File: src/rtl/imem_loader.sv
// Packs a little-endian byte stream into 32-bit words and writes them to instruction memory.
// Each word is written the cycle after its 4th byte; byte_ready is high only while collecting.
module imem_loader #(
    parameter int unsigned DEPTH     = 20,
    parameter logic [31:0] BASE_ADDR = 32'h0000_0000
) (
    input  logic        clk,
    input  logic        rst_n,
    input  logic        start,
    input  logic [4:0]  nwords,
    input  logic        byte_valid,
    input  logic [7:0]  byte_data,
    output logic        byte_ready,
    output logic        iwr_en,
    output logic [31:0] iaddr,
    output logic [31:0] idata,
    output logic        busy,
    output logic        done,
    output logic        err
);
    localparam int unsigned IW = $clog2(DEPTH + 1);

    typedef enum logic [1:0] {IDLE, COLLECT, WRITE, FINISH} state_t;

    state_t        r_state;
    logic [IW-1:0] r_idx;
    logic [1:0]    r_bcnt;
    logic [4:0]    r_nwords;
    logic [23:0]   r_word;
    logic          r_byte_ready;
    logic          r_iwr_en;
    logic [31:0]   r_iaddr;
    logic [31:0]   r_idata;
    logic          r_busy;
    logic          r_done;
    logic          r_err;

    logic          w_start_ok;
    logic          w_accept;
    logic [IW-1:0] w_idx_next;

    assign w_start_ok = (nwords != 5'd0) && (32'(nwords) <= DEPTH);
    assign w_accept   = byte_valid && r_byte_ready;
    assign w_idx_next = r_idx + IW'(1);

    // The 4th byte bypasses the shift register straight into idata.
    always_ff @(posedge clk or negedge rst_n) begin
        if (!rst_n) begin
            r_state      <= IDLE;
            r_idx        <= '0;
            r_bcnt       <= 2'd0;
            r_nwords     <= 5'd0;
            r_word       <= 24'd0;
            r_byte_ready <= 1'b0;
            r_iwr_en     <= 1'b0;
            r_iaddr      <= 32'd0;
            r_idata      <= 32'd0;
            r_busy       <= 1'b0;
            r_done       <= 1'b0;
            r_err        <= 1'b0;
        end else begin
            r_iwr_en <= 1'b0;
            r_done   <= 1'b0;
            r_err    <= 1'b0;
            case (r_state)
                IDLE: begin
                    if (start) begin
                        if (w_start_ok) begin
                            r_state      <= COLLECT;
                            r_idx        <= '0;
                            r_bcnt       <= 2'd0;
                            r_nwords     <= nwords;
                            r_byte_ready <= 1'b1;
                            r_busy       <= 1'b1;
                        end else begin
                            r_err <= 1'b1;
                        end
                    end
                end
                COLLECT: begin
                    if (w_accept) begin
                        r_bcnt <= r_bcnt + 2'd1;
                        case (r_bcnt)
                            2'd0: r_word[7:0]   <= byte_data;
                            2'd1: r_word[15:8]  <= byte_data;
                            2'd2: r_word[23:16] <= byte_data;
                            default: begin
                                r_state      <= WRITE;
                                r_byte_ready <= 1'b0;
                                r_iwr_en     <= 1'b1;
                                r_iaddr      <= BASE_ADDR + 32'({r_idx, 2'b00});
                                r_idata      <= {byte_data, r_word};
                            end
                        endcase
                    end
                end
                WRITE: begin
                    r_idx <= w_idx_next;
                    if (w_idx_next == IW'(r_nwords)) begin
                        r_state <= FINISH;
                        r_done  <= 1'b1;
                    end else begin
                        r_state      <= COLLECT;
                        r_byte_ready <= 1'b1;
                    end
                end
                FINISH: begin
                    r_state <= IDLE;
                    r_busy  <= 1'b0;
                end
                default: begin
                    r_state      <= IDLE;
                    r_byte_ready <= 1'b0;
                    r_busy       <= 1'b0;
                end
            endcase
        end
    end

    assign byte_ready = r_byte_ready;
    assign iwr_en     = r_iwr_en;
    assign iaddr      = r_iaddr;
    assign idata      = r_idata;
    assign busy       = r_busy;
    assign done       = r_done;
    assign err        = r_err;

endmodule

File: config.mk
export PLATFORM = sky130hd
export DESIGN_NAME = imem_loader
export DESIGN_NICKNAME = d
export VERILOG_FILES = /design/src/rtl/imem_loader.sv
export SDC_FILE = /design/constraint.sdc
export NUM_CORES = 1
export LEC_CHECK = 0
export BUFFER_PORTS_ARGS = -buffer_cell sky130_fd_sc_hd__buf_2
export CORE_MARGIN = 2
export CORE_UTILIZATION = 49
export DETAILED_ROUTE_END_ITERATION = 8
export GPL_ROUTABILITY_DRIVEN = 0
export GPL_TIMING_DRIVEN = 0
export PLACE_DENSITY = 0.74
export SLEW_MARGIN = 20
export SYNTH_ARGS = -nofsm -noshare
export SYNTH_HDL_FRONTEND = slang
export SYNTH_SLANG_ARGS = --single-unit
File: constraint.sdc
create_clock -name clk -period 3.9 [get_ports clk]
set_input_delay 0.195 -clock clk [delete_from_list [all_inputs] [get_ports clk]]
set_output_delay 0.195 -clock clk [all_outputs]
set_load 0.02 [all_outputs]
### After elaboration in Yosys (flattened, before gate mapping)

Index checks and enable logic that the tools add are counted.

| word-level totals | value |
|---|---|
| flip-flop bits (word level) | 80 |
| input bits | 17 |
| logic and storage cells | 77 |

| operators by class | value |
|---|---|
| add/subtract/negate cells | 2 |
| order comparisons | 1 |
| eq/ne operators | 11 |
| mux-type cells | 28 |
| bitwise gates (word level) | 1 |
| reduce and logical (&&, ||, !) cells | 20 |

Operator list:

| kind | number |
|---|---|
| 3-bit AND reduction | 7 |
| 2-bit two-way mux | 8 |
| 1-bit two-way mux | 13 |
| 5-bit two-way mux | 2 |
| 2-bit != test (second input constant) | 5 |
| 5-bit case mux with 2 select lines | 1 |
| 2-bit case mux with 4 select lines | 1 |
| 4-bit AND reduction | 2 |
| 2-bit equality test (second input constant) | 3 |
| 6-bit AND reduction | 1 |
| 2-bit nonzero test | 3 |
| 5-bit by 1-bit adder with 5-bit output (second input constant) | 1 |
| 5-bit equality test | 1 |
| 5-bit less-or-equal comparator (second input constant) | 1 |
| 5-bit nonzero test | 1 |
| 2-bit by 1-bit equality test with 1-bit output (second input constant) | 2 |
| 2-bit logical NOT | 2 |
| 2-bit case mux with 2 select lines | 1 |
| 1-bit case mux with 3 select lines | 1 |
| 3-bit nonzero test | 1 |
| 3-bit OR reduction | 1 |
| 2-bit by 1-bit adder with 2-bit output (second input constant) | 1 |
| 1-bit logical AND | 2 |
| 1-bit case mux with 2 select lines | 1 |
| 1-bit inverter | 1 |

### Depth between registers and ports, before layout

Gate-level depths: netlist of run 1.

| depth | value |
|---|---|
| depth in word-level cells | 5 |
| gate-level depth with buffers | 6 |
| mapped depth without buffers | 6 |

### Least setup slack after synthesis of run 1

Ideal clock, no wire load.

| timing path | value |
|---|---|
| path kind | reg-to-reg |
| from | register r_bcnt[0] |
| to | register r_idata[15] (netlist: idata[15]) |
| library setup time | 127 ps |
| data arrival time | 1,517 ps |
| required time | 3,773 ps |
| setup slack | 2,256 ps |
| cell stages (with the launch flop) | 7 |
| path buffers | 2 |
| clock period less this slack | 1,644 ps |
| cells stage by stage | dfrtp_1 ha_1 and3_1 nor3b_4 buf_6 buf_6 mux2_1 |

| on the way | value |
|---|---|
| cells in the longest elaborated chain, start to end | 4 |
| elaborated cells between the ends (all ways) | 6 |

RTL lines:

| what | line | text |
|---|---|---|
| start, declared | 27 | `logic [1:0] r_bcnt;` |
| start signal, assigned | 82 | `r_bcnt <= r_bcnt + 2'd1;` |
| 2-bit equality test (tied with other cells) | 83 | `case (r_bcnt)` |
| 3-bit OR reduction (no source line) * | -- |  |
| 1-bit inverter (no source line) * | -- |  |
| 3-bit AND reduction (no source line) * | -- |  |
| end signal, assigned | 92 | `r_idata <= {byte_data, r_word};` |
| end, declared | 33 | `logic [31:0] r_idata;` |

Mark *: on every way between the ends. The rest lies on a longest branch, timed or not.
A chain may end at the register's enable or synchronous reset.

### Worst setup path in the final report of run 1

| timing path | value |
|---|---|
| from | register r_bcnt[0] |
| to | register r_idata[22] (netlist: idata[22]) |

Same word-level chain as after synthesis.

==> results of run 1 <==
==> state kept, by name, indices dropped and copies added (netlist names) <==
name,flops
done,1
r_idx,5
busy,1
idata,32
byte_ready,1
r_word,24
iaddr,5
r_bcnt,2
iwr_en,1
r_nwords,5
r_state,2
err,1
==> power groups by stage <==
stage,registers (µW),clock network [µW],logic [µW]
after floorplan,1570,0,621
after global placement,1370,0,1110
after detailed placement,1390,0,1150
after CTS,1380,742,1160
after global routing,1420,779,1260
final,1370,730,1140
==> final timing paths <==
check	end	cells after the start	from
max in group asynchronous	err$_DFF_PN0_	3	rst_n
min in group asynchronous	idata[16]$_DFFE_PN0P_	2	rst_n
hold / removal	err$_DFF_PN0_	3	start
setup / recovery	idata[22]$_DFFE_PN0P_	6	r_bcnt[0]$_DFFE_PN0P_
setup reg to reg	idata[22]$_DFFE_PN0P_	6	r_bcnt[0]$_DFFE_PN0P_
hold reg to reg	idata[19]$_DFFE_PN0P_	1	idata[19]$_DFFE_PN0P_
==> cell usage after synthesis (all sizes together), types with 2 or more instances <==
| master | count | share of area |
|---|---|---|
| dfrtp | 80 | 0.56 |
| mux2 | 66 | 0.21 |
| buf | 36 | 0.078 |
| nand2 | 12 | 0.019 |
| nor2 | 6 | 0.011 |
| o21ai | 6 | 0.0084 |
| a21oi | 5 | 0.0070 |
| a22o | 5 | 0.012 |
| ha | 5 | 0.017 |
| inv | 5 | 0.0052 |
| nor3 | 4 | 0.0056 |
| xor2 | 4 | 0.012 |
| mux2i | 3 | 0.0084 |
| a21o | 2 | 0.0042 |
| and3 | 2 | 0.0049 |
| nand3 | 2 | 0.0028 |
| or2 | 2 | 0.0035 |
==> placed cells by master (no fill, tap or decap), types with 2 or more instances in the layout <==
| cell type | netlist | routed |
|---|---|---|
| xor2_1 | 3 | 3 |
| inv_1 | 4 | 4 |
| nand2_4 | 3 | 3 |
| ha_1 | 5 | 5 |
| a21o_1 | 2 | 2 |
| nand3_1 | 2 | 2 |
| conb_1 | 1 | 27 |
| nor2_1 | 5 | 5 |
| mux2_1 | 11 | 11 |
| buf_4 | 32 | 33 |
| mux2i_1 | 3 | 3 |
| o21ai_0 | 5 | 5 |
| nor3_1 | 4 | 4 |
| a22o_1 | 5 | 5 |
| dfrtp_1 | 80 | 80 |
| mux2_2 | 50 | 50 |
| mux2_4 | 5 | 5 |
| buf_6 | 3 | 3 |
| clkbuf_8 | 0 | 9 |
| buf_2 | 1 | 58 |
| a21oi_1 | 5 | 5 |
| inv_6 | 0 | 2 |
| bufinv_16 | 0 | 3 |
| nand2_1 | 9 | 9 |
==> stage by stage <==
stage,setup slack (ns),utilization,cell area (µm²),total power (µW)
after CTS,2.043,0.6092,4372,3274
final,2.065,0.6092,4372,3242
after global placement,2.084,0.5704,4093,2482
after global routing,1.917,0.6092,4372,3458
after floorplan,2.256,-,3679,2186
after detailed placement,2.075,0.5745,4123,2535
==> what timing repair did <==
item / CTS / global route
endpoints found under the hold margin: 27 / 0
resized for setup: 0 / 0
hold buffers: 1 / 0
==> critical path, cell delays in order, from the launching register on <==
cell and delay, ns:
dfrtp_1 0.44, ha_1 0.17, and3_1 0.16, nor3b_4 0.22, buf_6 0.19, buf_6 0.18, mux2_1 0.35
==> logic make-up (layout without fill, tap and decap cells) <==
group	after synthesis	in the layout
AND/OR/NAND/NOR	32	32
adder cells (fa/ha/maj)	5	5
multiplexers	69	69
other	1	27
flip-flops	80	80
XOR/XNOR	5	5
AO/OA/AOI/OAI	23	23
buffers and inverters	41	116
==> routing by layer <==
layer / share of wire / GRT usage / up-vias
li1: - / - / 1018
met1: 0.45 / 0.2135 / 1076
met2: 0.49 / 0.2707 / 51
met3: 0.045 / 0.04617 / 11
met4: 0.019 / 0.08005 / 0
met5: 0 / 0 / -
==> final cells by class <==
type | count | area share
clock inverter | 6 | 0.02633
clock buffer | 9 | 0.02833
inverter | 5 | 0.004293
multi-input combinational | 161 | 0.3154
timing repair buffer | 60 | 0.07556
sequential | 80 | 0.4579
tap | 99 | 0.02833
buffer | 36 | 0.06382
==> Implementation_results.wiki, run 1 <==
{| class="wikitable"
! Metric !! Value
|-
| Post-synth EDFFs || 0
|-
| Final-stage net count || 375
|-
| Main combinational cell family by area after synthesis || multiplexers
|-
| Arr. time, crit path || 2.07 ns
|-
| Final-report max-slew violation count || 0
|-
| Maximum number of pins on one net before global-route repair || 54
|-
| F_max || 545.1 MHz
|-
| Total setup violations reported at the end of the flow || 0
|-
| Post-synthesis cell type count || 39
|-
| Fraction of the cycle the final worst path needs || 0.4704
|-
| TritonCTS clock tree || built
|-
| ANT nets after route || 0
|-
| Number of buffers between clock root and the deepest sink || 2
|-
| Total die area || 8008 µm²
|-
| Placed cell count || 440
|-
| Cell area after technology mapping || 3581 µm²
|-
| Share of the synthesized area in compound gates (AO/OA/AOI/OAI) || 0.04437
|-
| Mux share of post-synthesis cell area || 0.2212
|-
| Fin cells || 456
|-
| Sequential share of the synthesized area || 0.5590
|-
| Power share of the clock group || 0.225
|-
| Total power per unit cell area || 741.7 nW/µm²
|-
| Synth-to-Final Area Change || 22.08%
|-
| Num rows || 31
|-
| Clock Root Buffer || clkbuf_8
|-
| Share of total power in combinational logic || 0.352
|-
| Sw Pwr || 1098 µW
|-
| Max IR drop VDD || 0.2259 mV
|-
| Core ar. || 7176 µm²
|-
| Period minus WS final || 1.835 ns
|-
| Maximum clock skew at final layout || 0.01052 ns
|-
| Internal Dissipation || 2144 µW
|-
| Switching portion of total power || 0.3387
|-
| Global routing usage summed across all routing layers || 0.1692
|-
| Synth warnings || 0
|-
| Share of flip-flops with an asynchronous set or reset || 1.000
|-
| Unrepaired setup endpoints after global routing || no
|-
| Worst-path fanout max || 10
|-
| Die outline width || 89.49 µm
|-
| Post-synthesis cell count || 256
|-
| Kind of end point of the critical path || flop
|-
| Flip-flop and latch area || 2002 µm²
|-
| Portion of total power attributed to sequential cells || 0.423
|-
| Required arrival time at the worst endpoint || 4.13 ns
|-
| Setup Fix Bufs, Post-CTS || 0
|-
| Start-to-end type of the worst setup path || reg2reg
|-
| Top flip-flop cell by instance count after synthesis || dfrtp_1
|-
| # Max-Cap Violations || 0
|-
| Category of the worst setup path launch point || flop
|-
| Height of the die || 89.49 µm
|-
| Final Hold Slack || 0.07888 ns
|-
| Status || finished clean
|-
| Worst min-delay path category || in2reg
|-
| Per-instance average area after synthesis || 13.99 µm²
|-
| Length of the first detailed-routing pass in iterations || 4
|-
| CTS H-tree lvls || 3
|-
| Xor and xnor area share after synthesis || 0.01433
|-
| Starting DRC count in detailed routing || 69
|-
| Routed wire length || 6.413 mm
|-
| CTS sink cnt || 80
|-
| Clock slew seen by the registers of the worst setup and hold paths || 0.08 ns
|-
| Seq cells post-synth || 80
|-
| Adder-cell share of the synthesized area || 0.01747
|-
| Top-level port count || 86
|-
| DR DRC count || 0
|-
| Via count of the first global-routing pass || 2025
|-
| Routed wirelength normalized by instance count || 14.06 µm
|-
| Latest clock arrival within the worst-skew pair || 0.35 ns
|-
| Flop2flop setup slack || 2.07 ns
|-
| GR Overflow Total || 0
|-
| TritonCTS buffer count || 9
|-
| Port Buf Inserts || 58
|-
| Leak || 0.002279 µW
|-
| Average vias per placed instance || 4.728
|-
| Initial core utilization || 0.4990
|-
| Global-route wire length before repair || 10.01 mm
|-
| Via count || 2156
|-
| Number of antenna violations at the first check in global routing || 0
|-
| HPWL after detailed placement || 4.446 mm
|-
| Number of hold violations in the final report || 0
|-
| Fraction of layout instances using a drive strength above 1 || 0.4930
|-
| Combined area of the multi-input logic cells || 1379 µm²
|-
| ANT cells || 0
|-
| Fill cell count || 584
|-
| Total negative slack || 0 ns
|-
| Fraction of the mapped netlist area in simple logic gates || 0.05940
|}
Power figures use the tool's default switching activity.
==> run 2: changes to the inputs <==
- clock period: 3.9 -> 1.7 ns (I/O delays scaled with it)
==> run 2 against run 1 <==
Setup slack worse by 2.0 ns. Largest cell class unchanged. Sequential share of layout area shrank 1.3 points. Sequential power increased by 130%. Final area is 3.0% higher. Clock skew grew 0.0017 ns. Clock power rose by 130%.
==> Implementation_results.wiki, run 2 (synthesis results as in run 1) <==
{| class="wikitable"
! Metric !! Value
|-
| Status || finished clean
|-
| Clock slew seen by the registers of the worst setup and hold paths || 0.09 ns (about the same)
|-
| Start-to-end type of the worst setup path || reg2reg
|-
| Worst min-delay path category || in2reg
|-
| Hold endpoint || r_word[7]$_DFFE_PN0P_
|-
| Power share of the clock group || 0.222 (-0.003)
|-
| Height of the die || 89.49 µm (unchanged)
|-
| Switching portion of total power || 0.3375 (-0.001190)
|-
| Category of the worst setup path launch point || flop
|-
| Routed wire length || 6.573 mm (+2.5%)
|-
| Initial core utilization || 0.4990 (unchanged)
|-
| CTS sink cnt || 80 (unchanged)
|-
| Share of total power in combinational logic || 0.361 (+0.009)
|-
| Total power per unit cell area || 1673 nW/µm² (+130%)
|-
| Routed wirelength normalized by instance count || 14.04 µm (-0.13%)
|-
| Maximum number of pins on one net before global-route repair || 54 (unchanged)
|-
| Kind of end point of the critical path || flop
|-
| Global routing usage summed across all routing layers || 0.1733 (+0.004093)
|-
| Cells traversed along the worst timing path || ha_1 -> xnor2_1 -> nand2_1 -> a211oi_2 -> o211ai_1 -> a22o_1
|-
| CTS H-tree lvls || 3 (unchanged)
|-
| Required arrival time at the worst endpoint || 1.95 ns (-2.18 ns)
|-
| Post-layout power || 7532 µW (+130%)
|-
| Sw Pwr || 2542 µW (+130%)
|-
| Period minus WS final || 1.667 ns (-0.1671 ns)
|-
| Portion of total power attributed to sequential cells || 0.417 (-0.006)
|-
| GR Overflow Total || 0 (unchanged)
|-
| Die outline width || 89.49 µm (unchanged)
|-
| Worst path setup slack after routing || 0.03260 ns (-2.033 ns)
|-
| Via count || 2204 (+2.2%)
|-
| Max IR drop VDD || 0.5629 mV (+150%)
|-
| Maximum clock skew at final layout || 0.01218 ns (+0.001661 ns)
|-
| Length of the first detailed-routing pass in iterations || 4 (unchanged)
|-
| Starting DRC count in detailed routing || 87 (+26%)
|-
| Final-stage net count || 387 (+3.2%)
|-
| Start point of the worst hold path || byte_data[7]
|-
| Endpoint of the lowest-slack register-to-register path || byte_ready$_DFFE_PN0P_
|-
| Leak || 0.002335 µW (+2.5%)
|-
| HPWL after detailed placement || 4.446 mm (unchanged)
|-
| ANT cells || 0 (unchanged)
|-
| # Max-Cap Violations || 0 (unchanged)
|-
| Arr. time, crit path || 1.92 ns (-0.15 ns)
|-
| Internal Dissipation || 4990 µW (+130%)
|-
| Worst Reg-to-Reg Cells || 6 (unchanged)
|-
| Fill cell count || 567 (-2.9%)
|-
| Flip-flop and latch area || 2003 µm² (about the same)
|-
| Number of stages on the worst hold path || 2 (-1)
|-
| Latest clock arrival within the worst-skew pair || 0.35 ns (about the same)
|-
| DR DRC count || 0 (unchanged)
|-
| Global-route track usage on met1 || 0.2171 (+0.003589)
|-
| Top-level port count || 86 (unchanged)
|-
| Clock Root Buffer || clkbuf_8
|-
| Number of buffers between clock root and the deepest sink || 2 (unchanged)
|-
| Fraction of layout instances using a drive strength above 1 || 0.5041 (+0.01107)
|-
| Core ar. || 7176 µm² (unchanged)
|-
| Worst flop-to-flop path startpoint || r_idx[0]$_DFFE_PN0P_
|-
| Most frequent cells in the layout || 79 x dfrtp_1, 58 x buf_2, 50 x mux2_2
|-
| Cell at the slowest stage of the critical path || dfrtp_2
|-
| Worst-path fanout max || 6 (-4)
|-
| Combined area of the multi-input logic cells || 1391 µm² (+0.91%)
|-
| Via count of the first global-routing pass || 2063 (+1.9%)
|-
| Final Hold Slack || 0.01673 ns (-0.06215 ns)
|-
| Commonest non-fill, non-tap cell in the layout || dfrtp_1
|-
| F_max || 599.7 MHz (+10%)
|-
| Total die area || 8008 µm² (unchanged)
|-
| Num rows || 31 (unchanged)
|-
| Met2 Track Usage GR || 0.2801 (+0.009428)
|-
| Total setup violations reported at the end of the flow || 0 (unchanged)
|-
| ANT nets after route || 0 (unchanged)
|-
| TritonCTS clock tree || built
|-
| Port Buf Inserts || 58 (unchanged)
|-
| Global-route layer with the greatest usage || met2
|-
| Number of hold violations in the final report || 0 (unchanged)
|-
| Pre-CTS setup slack || -0.1249 ns (-2.200 ns)
|-
| Flip-flop count of the largest register after layout || 32 (unchanged)
|-
| Flop2flop setup slack || 0.03 ns (-2.03 ns)
|-
| Number of antenna violations at the first check in global routing || 0 (unchanged)
|-
| Global-route wire length before repair || 10.23 mm (+2.2%)
|-
| Fraction of the cycle the final worst path needs || 0.9808 (+0.5104)
|-
| Fraction of met3 tracks used by global routing || 0.04524 (-0.0009234)
|-
| TritonCTS buffer count || 9 (unchanged)
|-
| Synth-to-Final Area Change || 25.75%
|-
| Average vias per placed instance || 4.709 (-0.39%)
|-
| Final-report max-slew violation count || 0 (unchanged)
|-
| Biggest cell delay along the critical path || 0.45 ns (about the same)
|}
run 2: cell types whose count changed in the layout (fill, tap and decap cells not counted):
cell,delta
and3_1,-1
buf_4,+5
mux2_4,+2
dlygate4sd3_1,+6
dfrtp_1,-1
and3_4,+1
buf_12,+1
dfrtp_2,+1
mux2_1,-2
run 2: cell type report:
| class | instances | share of cell area |
|---|---|---|
| plain buffers | 36 | 0.06391 |
| clock buffers | 9 | 0.02751 |
| clock inverters | 6 | 0.02556 |
| inverters | 5 | 0.004168 |
| multi-input cells | 161 | 0.3090 |
| flip-flops and latches | 80 | 0.4448 |
| well taps | 99 | 0.02751 |
| repair buffers | 72 | 0.09753 |
run 2: critical path, delay by kind of cell (launching register included):
kind	cells	cell delay, ns
simple gates	1	0.08
xor+xnor	1	0.16
fa+ha+maj	1	0.34
compound gates	3	0.55
flops	1	0.45
run 2: power by group through the flow:
stage               Clock, µW  Combinational (µW)  Sequential [µW]
floorplan                   0                1420             3590
detailed placement          0                2630             3180
global placement            0                2560             3140
finish                   1670                2720             3140
CTS                      1700                2700             3140
global route             1790                2990             3250
run 2: worst max path at each step:
stage,startpoint,to,slack [ns],depth (start not counted)
after global placement,r_bcnt[0]$_DFFE_PN0P_,idata[24]$_DFFE_PN0P_,-0.1,6
after detailed placement,r_bcnt[0]$_DFFE_PN0P_,idata[20]$_DFFE_PN0P_,-0.12,6
after CTS,r_idx[0]$_DFFE_PN0P_,byte_ready$_DFFE_PN0P_,0.0005,6
after floorplan,r_bcnt[0]$_DFFE_PN0P_,idata[15]$_DFFE_PN0P_,0.06,6
final,r_idx[0]$_DFFE_PN0P_,byte_ready$_DFFE_PN0P_,0.03,6
after global routing,r_idx[0]$_DFFE_PN0P_,byte_ready$_DFFE_PN0P_,-0.02,6
run 2: routing by layer:
layer,vias up,share of wire
met5,-,0
met4,0,0.020
met3,13,0.041
met2,51,0.50
met1,1094,0.44
li1,1046,-
run 2: timing repair:
item,in CTS,in global routing
hold endpoints to repair,56,0
hold buffers,7,0
setup buffers,3,3
endpoints found under the setup margin,25,38
gates resized for setup,0,8
run 2: per-stage QoR:
| step | area (µm²) | util | std cells | setup TNS, ns |
|---|---|---|---|---|
| 2_1_floorplan | 3679 | - | 282 | 0 |
| 3_3_place_gp | 4093 | 0.5704 | 439 | -1.168 |
| 3_5_place_dp | 4123 | 0.5745 | 440 | -1.171 |
| 4_1_cts | 4454 | 0.6208 | 465 | 0 |
| 5_1_grt | 4503 | 0.6276 | 468 | -0.1213 |
| 6_report | 4503 | 0.6276 | 468 | 0 |
==> run 3: changes to the inputs <==
- REMOVE_ABC_BUFFERS: unset -> 1
==> run 3 against run 2 <==
Global-route usage down 1.1 points. Sequential share of layout area increased by 0.26 points. Wire length is 0.14% higher. Highest routed layer unchanged. Largest power group unchanged. Critical path depth unchanged.
==> Implementation_results.wiki, run 3 (synthesis results as in run 1) <==
{| class="wikitable"
! Metric !! Value
|-
| Status || finished clean
|-
| Fill cell count || 572 (+0.88%)
|-
| Cells traversed along the worst timing path || ha_2 -> and3_4 -> nor3b_4 -> buf_6 -> clkbuf_16 -> mux2_4
|-
| Worst-path fanout max || 7 (+1)
|-
| Kind of end point of the critical path || flop
|-
| Maximum clock skew at final layout || 0.007063 ns (-0.005115 ns)
|-
| Arr. time, crit path || 1.92 ns (about the same)
|-
| Maximum number of pins on one net before global-route repair || 53 (-1.9%)
|-
| Number of buffers between clock root and the deepest sink || 2 (unchanged)
|-
| HPWL after detailed placement || 4.204 mm (-5.5%)
|-
| Start-to-end type of the worst setup path || reg2reg
|-
| Final-report max-slew violation count || 0 (unchanged)
|-
| Num rows || 31 (unchanged)
|-
| Via count || 2148 (-2.5%)
|-
| GR Overflow Total || 0 (unchanged)
|-
| Max IR drop VDD || 0.7931 mV (+41%)
|-
| Starting DRC count in detailed routing || 68 (-22%)
|-
| # Max-Cap Violations || 0 (unchanged)
|-
| Category of the worst setup path launch point || flop
|-
| Number of antenna violations at the first check in global routing || 0 (unchanged)
|-
| Total power per unit cell area || 1762 nW/µm² (+5.3%)
|-
| ANT cells || 0 (unchanged)
|-
| Length of the first detailed-routing pass in iterations || 4 (unchanged)
|-
| F_max || 592.5 MHz (-1.2%)
|-
| Fin cells || 437 (-6.6%)
|-
| TritonCTS buffer count || 9 (unchanged)
|-
| Routed wire length || 6.582 mm (+0.14%)
|-
| DR DRC count || 0 (unchanged)
|-
| Leak || 0.002250 µW (-3.7%)
|-
| Clock Root Buffer || clkbuf_8
|-
| Via count of the first global-routing pass || 1987 (-3.7%)
|-
| Fraction of the cycle the final worst path needs || 0.9929 (+0.01204)
|-
| TritonCTS clock tree || built
|-
| Period minus WS final || 1.688 ns (+0.02047 ns)
|-
| Die outline width || 89.49 µm (unchanged)
|-
| Final-stage net count || 356 (-8.0%)
|-
| Flip-flop count of the largest register after layout || 32 (unchanged)
|-
| Total setup violations reported at the end of the flow || 0 (unchanged)
|-
| Worst path setup slack after routing || 0.01213 ns (-0.02047 ns)
|-
| Required arrival time at the worst endpoint || 1.93 ns (-0.02 ns)
|-
| Most frequent cells in the layout || 78 x dfrtp_1, 57 x buf_2, 40 x mux2_4
|-
| Cell at the slowest stage of the critical path || dfrtp_1
|-
| Top-level port count || 86 (unchanged)
|-
| Combined area of the multi-input logic cells || 1530 µm² (+10%)
|-
| Fraction of layout instances using a drive strength above 1 || 0.4911 (-0.01294)
|-
| Pre-CTS setup slack || -0.3404 ns (-0.2154 ns)
|-
| Global-route wire length before repair || 9.646 mm (-5.7%)
|-
| Synth-to-Final Area Change || 25.09%
|-
| Unrepaired setup endpoints after global routing || yes
|-
| Placed cell count || 407 (-7.5%)
|-
| Routed wirelength normalized by instance count || 15.06 µm (+7.2%)
|-
| Average vias per placed instance || 4.915 (+4.4%)
|-
| Total die area || 8008 µm² (unchanged)
|-
| Global routing usage summed across all routing layers || 0.1619 (-0.01137)
|-
| Biggest cell delay along the critical path || 0.39 ns (-0.06 ns)
|-
| CTS sink cnt || 80 (unchanged)
|-
| Number of hold violations in the final report || 0 (unchanged)
|-
| Commonest non-fill, non-tap cell in the layout || dfrtp_1
|-
| ANT nets after route || 0 (unchanged)
|-
| Flip-flop and latch area || 2004 µm² (about the same)
|-
| Clock slew seen by the registers of the worst setup and hold paths || 0.08 ns (about the same)
|-
| Initial core utilization || 0.4990 (unchanged)
|-
| CTS H-tree lvls || 3 (unchanged)
|-
| Port Buf Inserts || 58 (unchanged)
|-
| Core ar. || 7176 µm² (unchanged)
|-
| Latest clock arrival within the worst-skew pair || 0.35 ns (about the same)
|-
| Worst min-delay path category || in2reg
|-
| Height of the die || 89.49 µm (unchanged)
|}
[run 3: changes by cell type in the layout (fill, tap and decap cells not counted), sizes merged]
cell	before	now
clkinvlp	1	0
dlygate4sd3	7	6
buf	101	69
bufinv	3	4
clkbuf	9	12
inv	7	6
[run 3: where the power goes]
| part | internal (µW) | switching [µW] | total, µW | leakage [µW] |
|---|---|---|---|---|
| logic | 1510 | 1380 | 2890 | 0.00112 |
| clock network | 1120 | 662 | 1780 | 0.000127 |
| registers | 2710 | 508 | 3220 | 0.00100 |
| total | 5340 | 2550 | 7890 | 0.00225 |
[run 3: cell type report]
cell class                      count  share of cell area
Timing Repair Buffer               77              0.1218
Clock buffer                       10             0.02849
Sequential cell                    80              0.4475
Multi-Input combinational cell    161              0.3416
Clock inverter                      5             0.02877
Tap cell                           99             0.02765
Inverter                            5            0.004190
[run 3: per-layer routing]
metal  vias to the layer above  wire (µm)  part of all wire  GRT usage
met5                         -          0                 0          0
met1                      1084       3098              0.47     0.2174
met3                        13        198             0.030    0.03047
met2                        54       3126              0.47     0.2478
met4                         0        160             0.024    0.08955
li1                        997          -                 -          -
[run 3: worst max-delay path: cells and delay by family, from the launching register on]
| kind | cells | cell delay [ns] |
|---|---|---|
| DFF | 1 | 0.39 |
| and+or+nand+nor | 2 | 0.39 |
| buffers and inverters | 2 | 0.32 |
| muxes | 1 | 0.29 |
| adders and majority gates | 1 | 0.18 |
[run 3: what timing repair did]
action | CTS | global route
hold buffers | 6 | 0
setup buffers | 5 | 2
endpoints found under the hold margin | 37 | 0
gates cloned | 0 | 2
gates resized for setup | 1 | 44
setup endpoints to repair | 34 | 36
pin swaps | 0 | 3
[run 3: path summary, 6_finish.rpt]
kind | startpoint | to | slack [ns] | cells past startpoint
max in group asynchronous | rst_n | r_state[0]$_DFFE_PN0P_ | 0.91 | 3
min in group asynchronous | rst_n | err$_DFF_PN0_ | 0.21 | 2
max | r_bcnt[1]$_DFFE_PN0P_ | iaddr[4]$_DFFE_PN0P_ | 0.01 | 6
min | byte_data[4] | r_word[20]$_DFFE_PN0P_ | 0.02 | 2
max reg2reg | r_bcnt[1]$_DFFE_PN0P_ | iaddr[4]$_DFFE_PN0P_ | 0.01 | 6
min reg2reg | r_word[10]$_DFFE_PN0P_ | idata[10]$_DFFE_PN0P_ | 0.50 | 1
[run 3: metrics by stage]
step | hold slack, ns | power (µW) | instance area [µm²] | setup TNS (ns) | utilization
detailed placement | 0.03606 | 5735 | 3885 | -7.557 | 0.5414
global route | 0.01161 | 8353 | 4479 | -1.609 | 0.6242
CTS | 0.002321 | 7576 | 4240 | 0 | 0.5909
global placement | 0.3245 | 5594 | 3814 | -46.21 | 0.5315
finish | 0.01560 | 7891 | 4479 | 0 | 0.6242
floorplan | -0.2106 | 4923 | 3400 | -22.91 | -
